$ cat src/rtl/data_memory_ctl.sv
// ============================================================================
// Module   : data_memory_ctl
// Brief    : Multi-cycle data memory controller for a single-cycle core.
//            Internal word RAM with a fixed number of wait states. A stall
//            freezes the core until each access completes, done pulses on
//            completion and fault flags misaligned word accesses.
//            Optional byte loads/stores: define DATA_MEMORY_BYTE_ACCESS_EN.
// Revision : 1.0 - initial release
// ============================================================================
`default_nettype none

module data_memory_ctl #(
  parameter int DEPTH_WORDS = 64,
  parameter int WAIT_STATES = 2
) (
  input  logic        clk,
  input  logic        reset,
  input  logic        mem_req,
  input  logic        mem_write,
`ifdef DATA_MEMORY_BYTE_ACCESS_EN
  input  logic        byte_access,
`endif
  input  logic [31:0] data_memory_addr,
  input  logic [31:0] write_data,
  output logic [31:0] read_data,
  output logic        stall,
  output logic        done,
  output logic        fault
);

  localparam int ADDR_W = $clog2(DEPTH_WORDS);
  localparam int CNT_W  = (WAIT_STATES > 1) ? $clog2(WAIT_STATES) : 1;
  localparam logic [CNT_W-1:0] CNT_LOAD = (WAIT_STATES > 0) ? CNT_W'(WAIT_STATES - 1) : '0;

  typedef enum logic [1:0] {
    IDLE = 2'd0,
    BUSY = 2'd1,
    DONE = 2'd2
  } state_t;

  state_t            state;
  logic [CNT_W-1:0]  counter;

  // Request captured in IDLE and replayed when the access takes effect
  logic [ADDR_W-1:0] lat_idx;
  logic [1:0]        lat_lane;
  logic [31:0]       lat_data;
  logic              lat_write;
  logic              lat_byte;

  logic [31:0]       mem [DEPTH_WORDS];

  logic              req_byte;
  logic [ADDR_W-1:0] req_idx;
  logic [1:0]        req_lane;
  logic              req_misaligned;
  logic              unused_addr_bits;

`ifdef DATA_MEMORY_BYTE_ACCESS_EN
  assign req_byte = byte_access;
`else
  assign req_byte = 1'b0;
`endif

  // Upper address bits are deliberately ignored so addresses wrap
  assign req_idx          = data_memory_addr[ADDR_W+1:2];
  assign req_lane         = data_memory_addr[1:0];
  assign req_misaligned   = (req_lane != 2'b00) && !req_byte;
  assign unused_addr_bits = ^data_memory_addr[31:ADDR_W+2];

  // Access currently taking effect: live inputs for a zero-wait access from
  // IDLE, latched values on the last BUSY cycle
  logic [ADDR_W-1:0] acc_idx;
  logic [1:0]        acc_lane;
  logic [31:0]       acc_data;
  logic              acc_write;
  logic              acc_byte;
  logic              acc_fire;

  // Select the source of the access that completes on the coming edge
  always_comb begin
    acc_idx   = lat_idx;
    acc_lane  = lat_lane;
    acc_data  = lat_data;
    acc_write = lat_write;
    acc_byte  = lat_byte;
    acc_fire  = 1'b0;
    if (state == IDLE) begin
      acc_idx   = req_idx;
      acc_lane  = req_lane;
      acc_data  = write_data;
      acc_write = mem_write;
      acc_byte  = req_byte;
      acc_fire  = mem_req && !req_misaligned && (WAIT_STATES == 0);
    end else if (state == BUSY) begin
      acc_fire  = (counter == '0);
    end
  end

  logic [31:0] old_word;
  logic [7:0]  lane_byte;
  logic [31:0] load_value;
  logic [31:0] store_word;
  logic        ram_we;

  assign old_word   = mem[acc_idx];
  assign lane_byte  = old_word[{acc_lane, 3'b000} +: 8];
  assign load_value = acc_byte ? {24'h000000, lane_byte} : old_word;
  // An abort by reset must not leave a half-finished store behind
  assign ram_we     = acc_fire && acc_write && !reset;

  // Merge a byte store into the existing word; word stores replace it
  always_comb begin
    store_word = acc_data;
    if (acc_byte) begin
      store_word = old_word;
      store_word[{acc_lane, 3'b000} +: 8] = acc_data[7:0];
    end
  end

  // RAM write port; contents are intentionally not reset
  always_ff @(posedge clk) begin
    if (ram_we) begin
      mem[acc_idx] <= store_word;
    end
  end

  // Access sequencer with registered done/fault/read_data
  always_ff @(posedge clk or posedge reset) begin
    if (reset) begin
      state     <= IDLE;
      counter   <= '0;
      read_data <= '0;
      done      <= 1'b0;
      fault     <= 1'b0;
      lat_idx   <= '0;
      lat_lane  <= '0;
      lat_data  <= '0;
      lat_write <= 1'b0;
      lat_byte  <= 1'b0;
    end else begin
      done  <= 1'b0;
      fault <= 1'b0;
      case (state)
        IDLE: begin
          if (mem_req) begin
            lat_idx   <= req_idx;
            lat_lane  <= req_lane;
            lat_data  <= write_data;
            lat_write <= mem_write;
            lat_byte  <= req_byte;
            if (req_misaligned) begin
              state     <= DONE;
              done      <= 1'b1;
              fault     <= 1'b1;
              read_data <= '0;
            end else if (WAIT_STATES == 0) begin
              state <= DONE;
              done  <= 1'b1;
              if (!mem_write) begin
                read_data <= load_value;
              end
            end else begin
              state   <= BUSY;
              counter <= CNT_LOAD;
            end
          end
        end
        BUSY: begin
          if (counter == '0) begin
            state <= DONE;
            done  <= 1'b1;
            if (!lat_write) begin
              read_data <= load_value;
            end
          end else begin
            counter <= counter - CNT_W'(1);
          end
        end
        DONE: begin
          // mem_req here still belongs to the completing instruction
          state <= IDLE;
        end
        default: begin
          state <= IDLE;
        end
      endcase
    end
  end

  // Stall the core from the first request cycle until DONE
  always_comb begin
    stall = 1'b0;
    if (!reset) begin
      case (state)
        IDLE:    stall = mem_req;
        BUSY:    stall = 1'b1;
        default: stall = 1'b0;
      endcase
    end
  end

endmodule

`default_nettype wire

$ cat config.mk
export PLATFORM = sky130hd
export DESIGN_NAME = data_memory_ctl
export DESIGN_NICKNAME = d
export VERILOG_FILES = /design/src/rtl/data_memory_ctl.sv
export SDC_FILE = /design/constraint.sdc
export NUM_CORES = 2
export LEC_CHECK = 0
export CAP_MARGIN = 30
export CORE_MARGIN = 3
export CORE_UTILIZATION = 28
export DETAILED_ROUTE_END_ITERATION = 10
export REMOVE_ABC_BUFFERS = 1
export SKIP_CTS_REPAIR_TIMING = 1
export SLEW_MARGIN = 20
export SYNTH_ARGS = -nofsm -noshare
export SYNTH_HDL_FRONTEND = slang
export SYNTH_SLANG_ARGS = --single-unit
$ cat constraint.sdc
create_clock -name clk -period 4.7 [get_ports clk]
set_input_delay 1.175 -clock clk [delete_from_list [all_inputs] [get_ports clk]]
set_output_delay 1.175 -clock clk [all_outputs]
set_load 0.02 [all_outputs]
==> out/qor.txt <==
GR Util All Layers: 0.211
Final instance area: 96500 sq um
Number of global-route vias before repair: 50.9k
Ports: 103
FF-to-FF path depth: 12
Pre-antenna DRT Iters: 6
Initial Utilization: 0.282
Wire length per cell: 33.2 um
Seq cells post-synth: 2124
Fmax: 226 MHz
VDD IR max: 393 uV
Per-instance average area after synthesis: 15.9 sq um
Commonest non-fill, non-tap cells in the layout: edfxtp_1 (2048), o22ai_1 (728), nand2_1 (400)
ANT nets after route: 0
Via density: 5.75
Largest net degree at the start of global routing: 65
Area leader, netlist: edfxtp_1
Post-DP HPWL: 188000 um
Clock Pin Slew Worst Setup and Hold Paths: 0.06 ns
Hold path cells: 2
Std-Cell Rows: 194
Initial antenna violation count: 11
Final slew viol count: 0
Post-synth EDFFs: 2048
Startpoint Class: register
Share of post-route cells with drive strength above 1: 0.180
Syn. warnings: 0
Num CTS Buffers: 208
Placer Congestion: 0.891
Port bufs: 78
Worst Skew: 0.0578 ns
Core area: 280000 sq um
Layout area overhead: 22.6%
HP Class: reg2reg
Worst hold slack: 0.476 ns
Arrival @ worst endpoint: 5.22 ns
Die area: 288000 sq um
Yosys top cell area share: 0.781
Commonest non-fill, non-tap cell in the layout: edfxtp_1
Period Utilization, post-route: 0.943
Pwr Density: 526 nW/um^2
Die H: 536 um
Unrepaired setup endpoints after global routing: false
Async SR Flop Fraction: 0.0358
Worst Tran Pin Value: 1.07 ns
Max-Cap Viols: 0
Routed wire length: 312000 um
Synth Cell Area: 78700 sq um
Worst-skew pair later-pin latency: 0.87 ns
H-tree depth: 4
Netlist cell types: 71
Final Hold Violating Endpoints: 0
Synth Instances: 4952
Crit end category: register
Clock sink total: 2124
Status: finished, final reports clean
First-pass GRT wire length: 424000 um
Fin util: 0.345
Synth top area cells: edfxtp_1 (78%), o22ai_1 (5.8%), dfrtp_1 (2.4%), nand2_1 (2.1%), a21oi_1 (1.9%)
Placed cell area: 89800 sq um
Final min period: 4.43 ns
Global route overflow: 0
Worst EP required: 5.49 ns
DRC: 0
Post-synthesis sequential area ratio: 0.805
Prevailing post-synth register cell: edfxtp_1
Routed via count: 54.0k
Setup violators final: 0
P_leak: 31.2 nW
CP Max Fanout: 42
Iteration-0 DRC Markers: 9685
Clock root cell: clkbuf_16
Max clock buf depth: 3
Slew HR: 0.275
Die width: 536 um
CTS tree: yes
Critical path type: reg2reg
Final net count: 5555
==> area by class of cell <==
type / instances / area, sq um
antenna: 4 / 10.0
clock buffer: 273 / 5630
clock inverter: 120 / 1010
fill: 26600 / 183000
inverter: 3 / 13.8
multi-input combinational: 2505 / 14500
sequential: 2124 / 63400
tap: 3724 / 4660
timing repair buffer: 645 / 7290
==> cells in the mapped netlist, drive strengths merged, types with 6 or more instances <==
master / n
a211oi: 32
nand3: 24
nand2: 448
a211o: 6
clkbuf: 122
o22a: 8
o2111ai: 8
o41ai: 33
a32o: 27
a21oi: 293
nand4: 7
or4: 16
and3: 36
and2: 7
o221ai: 15
buf: 198
o31ai: 28
a31oi: 38
o21ai: 27
o22ai: 728
dfrtp: 76
a2111oi: 7
a32oi: 7
a22oi: 9
or3: 17
mux2i: 23
a21o: 6
nor4: 126
nor2b: 6
edfxtp: 2048
mux2: 6
nand2b: 15
nor2: 366
nor3: 95
==> routing by layer <==
layer / track usage / routed length, um
met1: 0.281 / 112000
met2: 0.317 / 136000
met3: 0.0588 / 46000
met4: 0.0993 / 18000
met5: 0 / 12
==> sequential cells by signal (all words and copies together), names as in the netlist <==
register	count
mem	2048
lat_data	32
read_data	32
lat_idx	6
state	2
counter	1
done	1
fault	1
lat_write	1
==> worst max-delay path, stage by stage (launching register included) <==
cell and delay [ns]:
dfrtp_1 0.69, buf_4 0.34, nor2_4 0.14, buf_4 0.53, mux2i_4 0.41, buf_4 0.41
a211oi_1 0.08, nor3_1 0.54, o21ai_0 0.34, buf_4 0.22, nor4_1 0.25, buf_4 0.20
a32o_1 0.15
==> stage by stage <==
stage               std cells  total power, mW  worst slack, ns  TNS (ns)
floorplan                4632             28.1            -2.72  -2918.00
global placement         8994             34.2           -0.240    -0.628
detailed placement       8999             34.4           -0.317    -0.684
CTS                      9392             50.5            0.436         0
global route             9395             51.9            0.357         0
finish                   9398             50.8            0.266         0
==> kinds of logic (layout without fill, tap and decap cells) <==
group	Yosys count	in the layout	share of synthesized area
AOI/OAI and AO/OA	1295	1295	0.105
buffers and inverters	323	1041	0.0188
other	0	4	0
DFF	2124	2124	0.805
muxes	29	29	0.00378
and+or+nand+nor	1181	1181	0.0671
==> power by group <==
group | internal [mW] | leakage, nW | switching [mW]
combinational | 3.25 | 8.49 | 8.07
clock | 9.03 | 3.26 | 7.32
sequential | 22.8 | 19.5 | 0.322
==> path summary, 6_finish.rpt <==
kind,from,to,slack [ns]
hold / removal,lat_data[15],lat_data[15],0.48
max in group asynchronous,reset,lat_data[9],2.98
setup reg to reg,state[0],read_data[27],0.27
min in group asynchronous,reset,done,0.85
setup / recovery,state[0],read_data[27],0.27
hold reg to reg,lat_data[15],lat_data[15],0.48
Power figures use the tool's default switching activity.
